==> src/rtl/uart_pkg.sv <==
// Shared UART constants and the receive-controller FSM state encoding.
package uart_pkg;

    localparam int CLK_HZ       = 100_000_000;
    localparam int BIT_RATE     = 9600;
    localparam int CLKS_PER_BIT = CLK_HZ / BIT_RATE;

    localparam logic [1:0] ST_DISARMED = 2'd0;
    localparam logic [1:0] ST_ARM      = 2'd1;
    localparam logic [1:0] ST_BUSY     = 2'd2;
    localparam logic [1:0] ST_CAPTURE  = 2'd3;

    typedef enum logic [1:0] {
        DISARMED = ST_DISARMED,
        ARM      = ST_ARM,
        BUSY     = ST_BUSY,
        CAPTURE  = ST_CAPTURE
    } rx_ctrl_state_e;

endpackage

==> src/rtl/uart_rx_fifo.sv <==
// Synchronous FIFO with a registered head word, so the output data is stable
// while the consumer stalls and the next head appears the cycle after a pop.
module uart_rx_fifo #(
    parameter int  DEPTH = 4,
    parameter int  WIDTH = 8,
    localparam int LW    = $clog2(DEPTH) + 1
) (
    input  logic             clk_i,
    input  logic             reset_i,
    input  logic             push_i,
    input  logic [WIDTH-1:0] push_data_i,
    input  logic             pop_i,
    output logic             full_o,
    output logic             empty_o,
    output logic [LW-1:0]    level_o,
    output logic             valid_o,
    output logic [WIDTH-1:0] data_o
);

    localparam int PW = $clog2(DEPTH);

    logic [WIDTH-1:0] mem [DEPTH];
    logic [PW-1:0]    wr_ptr;
    logic [PW-1:0]    rd_ptr;
    logic [PW-1:0]    rd_ptr_next;
    logic [LW-1:0]    count;
    logic [LW-1:0]    count_next;
    logic [WIDTH-1:0] head_next;
    logic             do_push;
    logic             do_pop;

    assign full_o  = (count == LW'(DEPTH));
    assign empty_o = (count == '0);
    assign level_o = count;
    assign do_pop  = pop_i && !empty_o;
    // A full FIFO still accepts a push when the same cycle frees a slot.
    assign do_push = push_i && (!full_o || do_pop);

    // NOTE: every variable gets a default at the top of always_comb so no path leaves it unassigned (no latch).
    always_comb begin
        rd_ptr_next = do_pop ? rd_ptr + 1'b1 : rd_ptr;
        count_next  = count;
        if (do_push && !do_pop) begin
            count_next = count + 1'b1;
        end else if (!do_push && do_pop) begin
            count_next = count - 1'b1;
        end
        head_next = data_o;
        if (do_push && (wr_ptr == rd_ptr_next)) begin
            head_next = push_data_i;
        end else if (count_next != '0) begin
            head_next = mem[rd_ptr_next];
        end
    end

    // NOTE: the storage array has no reset; only pointers and flags do, which keeps it a plain RAM.
    always_ff @(posedge clk_i) begin
        if (do_push) begin
            mem[wr_ptr] <= push_data_i;
        end
    end

    // NOTE: sequential state uses non-blocking assignments so all flops update together at the edge.
    always_ff @(posedge clk_i) begin
        if (reset_i) begin
            wr_ptr  <= '0;
            rd_ptr  <= '0;
            count   <= '0;
            valid_o <= 1'b0;
            data_o  <= '0;
        end else begin
            if (do_push) begin
                wr_ptr <= wr_ptr + 1'b1;
            end
            rd_ptr  <= rd_ptr_next;
            count   <= count_next;
            valid_o <= (count_next != '0);
            data_o  <= head_next;
        end
    end

endmodule

==> src/rtl/uart_rx_ctrl.sv <==
// Receive-side controller: re-arms the UART receiver after each frame, buffers
// bytes in a FIFO, and reports overrun and line-idle events.
module uart_rx_ctrl
    import uart_pkg::*;
#(
    parameter int  FIFO_DEPTH   = 4,
    parameter int  TIMEOUT_CLKS = 41664,
    localparam int LW           = $clog2(FIFO_DEPTH) + 1
) (
    input  logic          clk_i,
    input  logic          reset_i,
    input  logic          enable_i,
    output logic          rx_valid_o,
    input  logic          rx_ready_i,
    input  logic [7:0]    rx_data_i,
    output logic          m_valid_o,
    input  logic          m_ready_i,
    output logic [7:0]    m_data_o,
    output logic [LW-1:0] level_o,
    output logic          overrun_o,
    input  logic          ovr_clr_i,
    output logic          idle_o
);

    localparam int TW = $clog2(TIMEOUT_CLKS) + 1;

    rx_ctrl_state_e state;
    logic           capture;
    logic           pop;
    logic           drop;
    logic           fifo_full;
    logic           fifo_empty;
    logic [TW-1:0]  idle_timer;
    logic           idle_armed;

    assign capture = (state == CAPTURE);
    assign pop     = m_ready_i && !fifo_empty;
    assign drop    = capture && fifo_full && !pop;

    uart_rx_fifo #(
        .DEPTH (FIFO_DEPTH),
        .WIDTH (8)
    ) u_fifo (
        .clk_i       (clk_i),
        .reset_i     (reset_i),
        .push_i      (capture),
        .push_data_i (rx_data_i),
        .pop_i       (pop),
        .full_o      (fifo_full),
        .empty_o     (fifo_empty),
        .level_o     (level_o),
        .valid_o     (m_valid_o),
        .data_o      (m_data_o)
    );

    // The receiver cannot be aborted, so a dropped enable only takes effect
    // from DISARMED or after the in-flight frame has been captured.
    always_ff @(posedge clk_i) begin
        if (reset_i) begin
            state      <= DISARMED;
            rx_valid_o <= 1'b0;
        end else begin
            unique case (state)
                DISARMED: begin
                    if (enable_i && rx_ready_i) begin
                        state      <= ARM;
                        rx_valid_o <= 1'b1;
                    end
                end
                ARM: begin
                    if (!rx_ready_i) begin
                        state      <= BUSY;
                        rx_valid_o <= 1'b0;
                    end
                end
                BUSY: begin
                    if (rx_ready_i) begin
                        state <= CAPTURE;
                    end
                end
                CAPTURE: begin
                    if (enable_i) begin
                        state      <= ARM;
                        rx_valid_o <= 1'b1;
                    end else begin
                        state <= DISARMED;
                    end
                end
                default: begin
                    state      <= DISARMED;
                    rx_valid_o <= 1'b0;
                end
            endcase
        end
    end

    always_ff @(posedge clk_i) begin
        if (reset_i) begin
            overrun_o <= 1'b0;
        end else if (drop) begin
            overrun_o <= 1'b1;
        end else if (ovr_clr_i) begin
            overrun_o <= 1'b0;
        end
    end

    // Timer reads 0 the cycle after CAPTURE; matching TIMEOUT_CLKS-2 lands the
    // registered pulse exactly TIMEOUT_CLKS cycles after CAPTURE.
    always_ff @(posedge clk_i) begin
        if (reset_i) begin
            idle_timer <= '0;
            idle_armed <= 1'b0;
            idle_o     <= 1'b0;
        end else begin
            idle_o <= 1'b0;
            if (capture) begin
                idle_timer <= '0;
                idle_armed <= 1'b1;
            end else if (idle_armed) begin
                idle_timer <= idle_timer + 1'b1;
                if (idle_timer == TW'(TIMEOUT_CLKS - 2)) begin
                    idle_o     <= 1'b1;
                    idle_armed <= 1'b0;
                end
            end
        end
    end

endmodule

==> config.mk <==
export PLATFORM = sky130hd
export DESIGN_NAME = uart_rx_ctrl
export DESIGN_NICKNAME = d
export VERILOG_FILES = /design/src/rtl/uart_pkg.sv /design/src/rtl/uart_rx_fifo.sv /design/src/rtl/uart_rx_ctrl.sv
export SDC_FILE = /design/constraint.sdc
export NUM_CORES = 1
export LEC_CHECK = 0
export ABC_AREA = 1
export CORE_MARGIN = 5
export CORE_UTILIZATION = 45
export CTS_CLUSTER_DIAMETER = 30
export CTS_CLUSTER_SIZE = 20
export DETAILED_ROUTE_END_ITERATION = 8
export GPL_ROUTABILITY_DRIVEN = 0
export RECOVER_POWER = 100
export SETUP_SLACK_MARGIN = 0.15
export SLEW_MARGIN = 40
export SYNTH_ARGS = -nofsm -noshare
export SYNTH_HDL_FRONTEND = slang
export SYNTH_SLANG_ARGS = --single-unit
==> constraint.sdc <==
create_clock -name clk_i -period 2.3 [get_ports clk_i]
set_clock_uncertainty 0.15 [all_clocks]
set_input_delay 0.23 -clock clk_i [delete_from_list [all_inputs] [get_ports clk_i]]
set_output_delay 0.23 -clock clk_i [all_outputs]
set_load 0.01 [all_outputs]
Yosys cells after proc, flatten, opt, wreduce, memory -nomap -nowiden --
Memories as Yosys holds them, arrays and structs flattened. A register that Yosys moved wholly into a read port is not among the register bits. Index checks and enable logic that the tools add are counted. Widths: inputs -> output; s select.
Storage, ports and cells: flip-flop bits (word level) 31, RAM bits 32, input bits 14, output and inout bits 15, logic and storage cells 72, memories 1
Cells by class: add/subtract/negate cells 5, equal/unequal tests 10, muxes and demuxes 20, bitwise logic cells 1, reduce and logical (&&, ||, !) cells 25
Memories:
- u_fifo.mem | depth 4, bits a word 8, read ports 1, clocked after Yosys merged registers in 1, wr ports 1, RTL line uart_rx_fifo.sv:22 | logic [WIDTH-1:0] mem [DEPTH];
Operators with widths (number):
- $add 17x1->17 const B | 1
- $eq 17x16->1 const B | 1
- $mux 1 | 12
- $logic_and 1x1->1 | 9
- $mux 2 | 4
- $ne 2x2->1 const B | 4
- $pmux 2 s4 | 1
- $mux 3 | 2
- $reduce_bool 3->1 | 2
- $logic_not 1->1 | 5
- $add 2x1->2 const B | 2
- $eq 2x2->1 const B | 2
- $reduce_and 4->1 | 1
- $reduce_bool 2->1 | 2
- $add 3x1->3 const B | 1
- $eq 3x3->1 const B | 1
- $logic_not 3->1 | 1
- $pmux 1 s3 | 1
- $reduce_and 3->1 | 1
- $reduce_or 3->1 | 1
- $sub 3x1->3 const B | 1
- $eq 2x1->1 const B | 1
- $eq 2x2->1 | 1
- $logic_not 2->1 | 1
- 3 further kinds | 3

Depth between registers and ports, before layout --
Gate-level depths: netlist of run 1.
depth after elaboration 12, mapped depth 14, mapped depth without buffers 13

Hierarchy --
Synthesis of run 1 repeated with hierarchy kept, for this count alone.
Second synthesis, totals: cells, all modules 465, area total of the unflattened synthesis 3751.1 um2
By module, submodules not included:
- uart_rx_fifo | times used 1, cells an instance 267, area an instance 2474.9 um2, sequential area each 1281.2 um2
- uart_rx_ctrl | times used 1, cells an instance 198, area an instance 1276.2 um2, sequential area each 460.4 um2

Worst setup path before layout of run 1 --
OpenSTA, ideal clock, no wires.
kind reg-to-reg, start point register u_fifo.count[0], in the netlist u_fifo.level_o[0], end point register u_fifo.data_o[0], read port of u_fifo.mem, setup time 0.113 ns, arrival 1.809 ns, data required time 2.037 ns, setup slack 0.229 ns, cell stages (with the launch flop) 15, path buffers 2, clock period less this slack 2.071 ns, cells stage by stage dfxtp_1 inv_1 ha_1 nand2_4 nand2_2 buf_6 nand2_1 nand3_2 nand2_4 nand3_4 buf_6 nand2_1 nand2_1 nor2_1 nor2_1
Between the ends: longest elaborated chain between the ends 12, elaborated cells between the ends (all ways) 21, those cells by class 2 x add/sub; 2 x eq/ne; 3 x mux; 14 x reduce/logical
Ends and longest elaborated chain:
- start, declared | RTL line uart_rx_fifo.sv:26 | logic [LW-1:0] count;
- start signal, assigned | RTL line uart_rx_fifo.sv:76 | count <= count_next;
- $logic_not 3->1 | RTL line uart_rx_fifo.sv:33 | assign empty_o = (count == '0);
- $logic_not 1->1 | RTL line uart_rx_fifo.sv:35, uart_rx_ctrl.sv:37
- $logic_and 1x1->1 | RTL line uart_rx_ctrl.sv:37 | assign pop = m_ready_i && !fifo_empty;
- $logic_and 1x1->1 | RTL line uart_rx_fifo.sv:35 | assign do_pop = pop_i && !empty_o;
- $logic_or 1x1->1 | RTL line uart_rx_fifo.sv:37 | assign do_push = push_i && (!full_o || do_pop);
- $logic_and 1x1->1 | RTL line uart_rx_fifo.sv:37
- $logic_not 1->1 | RTL line uart_rx_fifo.sv:45 | end else if (!do_push && do_pop) begin
- $logic_and 1x1->1 | RTL line uart_rx_fifo.sv:45
- $mux 3 | RTL line uart_rx_fifo.sv:45
- $mux 3 | RTL line uart_rx_fifo.sv:43 | if (do_push && !do_pop) begin
- $reduce_bool 3->1 | RTL line uart_rx_fifo.sv:51 | end else if (count_next != '0) begin
- $reduce_bool 2->1 (no line)
- end, declared | RTL line uart_rx_fifo.sv:17 | output logic [WIDTH-1:0] data_o
Several ways; a longest one is shown, not always the timed one. A chain may end at the register's enable or synchronous reset.

Final worst setup path of run 1 --
start point register state[0], end point register idle_timer[4]
Between the ends: longest elaborated chain between the ends 2
Ends and longest elaborated chain:
- start, declared | RTL line uart_rx_ctrl.sv:27 | rx_ctrl_state_e state;
- start signal, assigned | RTL line uart_rx_ctrl.sv:60 | state <= DISARMED;
- start signal, assigned | RTL line uart_rx_ctrl.sv:66 | state <= ARM;
- start signal, assigned | RTL line uart_rx_ctrl.sv:72 | state <= BUSY;
- $eq 2x2->1 | RTL line uart_rx_ctrl.sv:36 | assign capture = (state == CAPTURE);
- $reduce_or 2->1 (no line)
- end signal, assigned | RTL line uart_rx_ctrl.sv:120 | idle_timer <= idle_timer + 1'b1;
- end, declared | RTL line uart_rx_ctrl.sv:33 | logic [TW-1:0] idle_timer;
Every way passes these cells.

==> impl_metrics.yaml, run 1 <==
run_status:
  status: "completed"
layout:
  num-fill-cells: 819
  n_antenna_cell: 0
  final_nets: 529
  layout-drive-gt1-share: 0.107
  areaGrowthSynthToFinish_pct: 19.9
worst_setup_path:
  crit_type: "reg -> reg"
  reg2regPathDepth: 6
  cp.required_ns: 2.40
  end_kind: "flop"
  worstSetupStartpointType: "flop"
  cp_max_fo: 11
  arrival_ns: 2.17
yosys:
  async_reset_ff_frac: 0
  synth_ff_type: "dfxtp_1"
  synth.most_common_cell: "nand2_1"
  ys_warn_count: 0
  syn_area_mm2: 0.00366
  synth_top_area_cell: "edfxtp_1"
  synth_cell_types: 30
  syn_nets: 482
  synthCells: 453
  synth_commonest_cells: "101 x nand2_1, 68 x inv_1, 44 x nor2_1"
  yosys-top-cells-area: "edfxtp_1 26%, dfxtp_1 21%, nand2_1 10%"
  synth_top_area_frac: 0.262
  ys_ff_latch: 71
  synth.avg_cell_area_um2: 8.09
  ys_seq_area_frac: 0.475
  synth_edf_count: 32
clocking:
  cts_buffers: 9
  clk_pin_slew_ns: 0.07
  clock_latency_ns: 0.34
  clkSinkCount: 71
  cts-root-buf: "clkbuf_8"
  postCtsHoldBufs: 0
  clk_path_buf_depth: 2
  tritoncts: "built"
  h-tree-depth: 3
place:
  dp_slack_ns: 0.0581
  dp_hpwl_mm: 5.80
  numPortBuffers: 28
sta:
  rsz0062_at_grt: "no"
  tightest_slew_ns: 0.469
  finalCriticalPeriod_ns: 2.07
  finalSetupTns_ns: 0
  fin_ws_ns: 0.233
  slew_violations: 0
  fmax_ghz: 0.484
  finalSetupViolCount: 0
  slew_headroom: 0.687
  period_share: 0.899
  hold_viol_final: 0
power:
  power.density_mw_per_mm2: 1200
  peakVddDrop_mv: 0.573
  p_leak_nw: 1.88
global_routing:
  gr-usage-all-layers: 0.168
  antenna_found_initial: 0
  grt_pass1_vias: 2925
  grt_pass1_wl_mm: 13.5
  grt.overflow.total: 0
  grt_max_degree: 17
die:
  die_w_um: 100
  core_mm2: 0.00809
  pin_count: 29
  rows: 33
  die_area_mm2: 0.0100
  start_util: 0.453
  die_y_um: 100
detailed_routing:
  vias: 3071
  postRouteWirelength_mm: 8.08
  via_per_inst: 5.03
  drc: 0
  postRouteAntennaNets: 0
  drtIter0Drc: 122
  wire_per_inst_um: 13.2
  dr.pass1.iters: 4
run:
  drv_cap: 0
min_path:
  hp-class: "reg -> reg"
  min_path_cells: 2
[worst max-delay path, stage by stage, from the launching register on]
cell      delay (ns)
dfxtp_1         0.37
ha_1            0.28
clkbuf_1        0.15
nor2_1          0.11
clkbuf_1        0.39
inv_1           0.27
a211oi_1        0.26
[layout make-up]
| class | count | area [µm²] | share of cell area |
|---|---|---|---|
| clock buffer | 10 | 128 | 0.0291 |
| inverter | 74 | 278 | 0.0632 |
| clock inverter | 6 | 83.8 | 0.0191 |
| sequential | 71 | 1750 | 0.397 |
| timing repair buffer | 45 | 412 | 0.0937 |
| multi-input combinational | 299 | 1610 | 0.368 |
| tap | 105 | 131 | 0.0299 |
[repair_timing]
item | in CTS | in global routing
gates cloned | 0 | 1
endpoints found under the hold margin | 0 | 0
setup buffers | 2 | 0
resized for setup | 0 | 11
pin swaps | 1 | 2
endpoints found under the setup margin | 8 | 8
[per-stage QoR]
stage | instance area [µm²] | hold WS (ns) | std cells | total power [mW] | util
2_1_floorplan | 3660 | 0.179 | 453 | 3.38 | -
3_3_place_gp | 4140 | 0.309 | 591 | 4.16 | 0.512
3_5_place_dp | 4140 | 0.315 | 591 | 4.20 | 0.512
4_1_cts | 4380 | 0.325 | 609 | 5.32 | 0.541
5_1_grt | 4390 | 0.367 | 610 | 5.76 | 0.543
6_report | 4390 | 0.317 | 610 | 5.29 | 0.543
[path summary, 6_finish.rpt]
| path | start | slack [ns] | endpoint |
|---|---|---|---|
| hold reg to reg | overrun_o | 0.32 | overrun_o |
| setup reg to reg | state[0] | 0.23 | idle_timer[4] |
| hold / removal | overrun_o | 0.32 | overrun_o |
| setup / recovery | state[0] | 0.23 | idle_timer[4] |
[power breakdown]
group / total, mW / switching [mW] / internal [mW]
registers: 1.58 / 0.0912 / 1.49
logic: 2.63 / 1.60 / 1.03
clock network: 1.08 / 0.471 / 0.608
total: 5.29 / 2.17 / 3.12
[cell families after synthesis]
logic type / Yosys count / share of synthesized area
flops: 71 / 0.475
simple gates: 239 / 0.312
buf+inv: 84 / 0.0922
xor+xnor: 5 / 0.0120
compound gates: 39 / 0.0574
fa+ha+maj: 15 / 0.0512
[placed cells by master (no fill, tap or decap), drive strengths merged]
master,synthesis,routed
nand2,111,111
inv,74,75
nand3,45,46
nor2,45,45
dfxtp,39,39
edfxtp,32,32
nand4,23,23
dlygate4sd3,0,23
a21oi,20,20
clkbuf,4,16
ha,15,15
o21ai,13,13
buf,6,11
nand3b,8,8
nor3,5,5
clkdlybuf4s50,0,5
xnor2,4,4
o21a,2,2
nor4,2,2
clkinv,0,2
bufinv,0,2
xor2,1,1
a31oi,1,1
a211oi,1,1
o2111ai,1,1
o21bai,1,1
clkinvlp,0,1
[layer usage]
metal,track usage,part of all wire
met1,0.213,0.45
met4,0.0601,0.020
met3,0.0438,0.044
met5,0,0
met2,0.278,0.49
[sequential cells by signal, summed over array words and instances, names as in the netlist]
name            count
state               2
rx_valid_o          1
u_fifo.wr_ptr       2
idle_timer         17
overrun_o           1
u_fifo.level_o      3
u_fifo.rd_ptr       2
u_fifo.valid_o      1
idle_o              1
u_fifo.data_o       8
idle_armed          1
u_fifo.mem         32
No activity file was read; power rests on OpenSTA's default activity.
==> run 2: changes to the inputs <==
--- a/config.mk
+++ b/config.mk
@@ -8,7 +8,6 @@
 export ABC_AREA = 1
 export CORE_MARGIN = 5
 export CORE_UTILIZATION = 45
-export CTS_CLUSTER_DIAMETER = 30
 export CTS_CLUSTER_SIZE = 20
 export DETAILED_ROUTE_END_ITERATION = 8
 export GPL_ROUTABILITY_DRIVEN = 0
==> results of run 2 <==
No change in the layout: final DEF, timing and power equal those of run 1.
==> run 3: changes to the inputs <==
--- a/config.mk
+++ b/config.mk
@@ -11,6 +11,7 @@
 export CTS_CLUSTER_SIZE = 20
 export DETAILED_ROUTE_END_ITERATION = 8
 export GPL_ROUTABILITY_DRIVEN = 0
+export HOLD_SLACK_MARGIN = 0.02
 export RECOVER_POWER = 100
 export SETUP_SLACK_MARGIN = 0.15
 export SLEW_MARGIN = 40
==> results of run 3 <==
No change in the layout: final DEF, timing and power equal those of run 1.
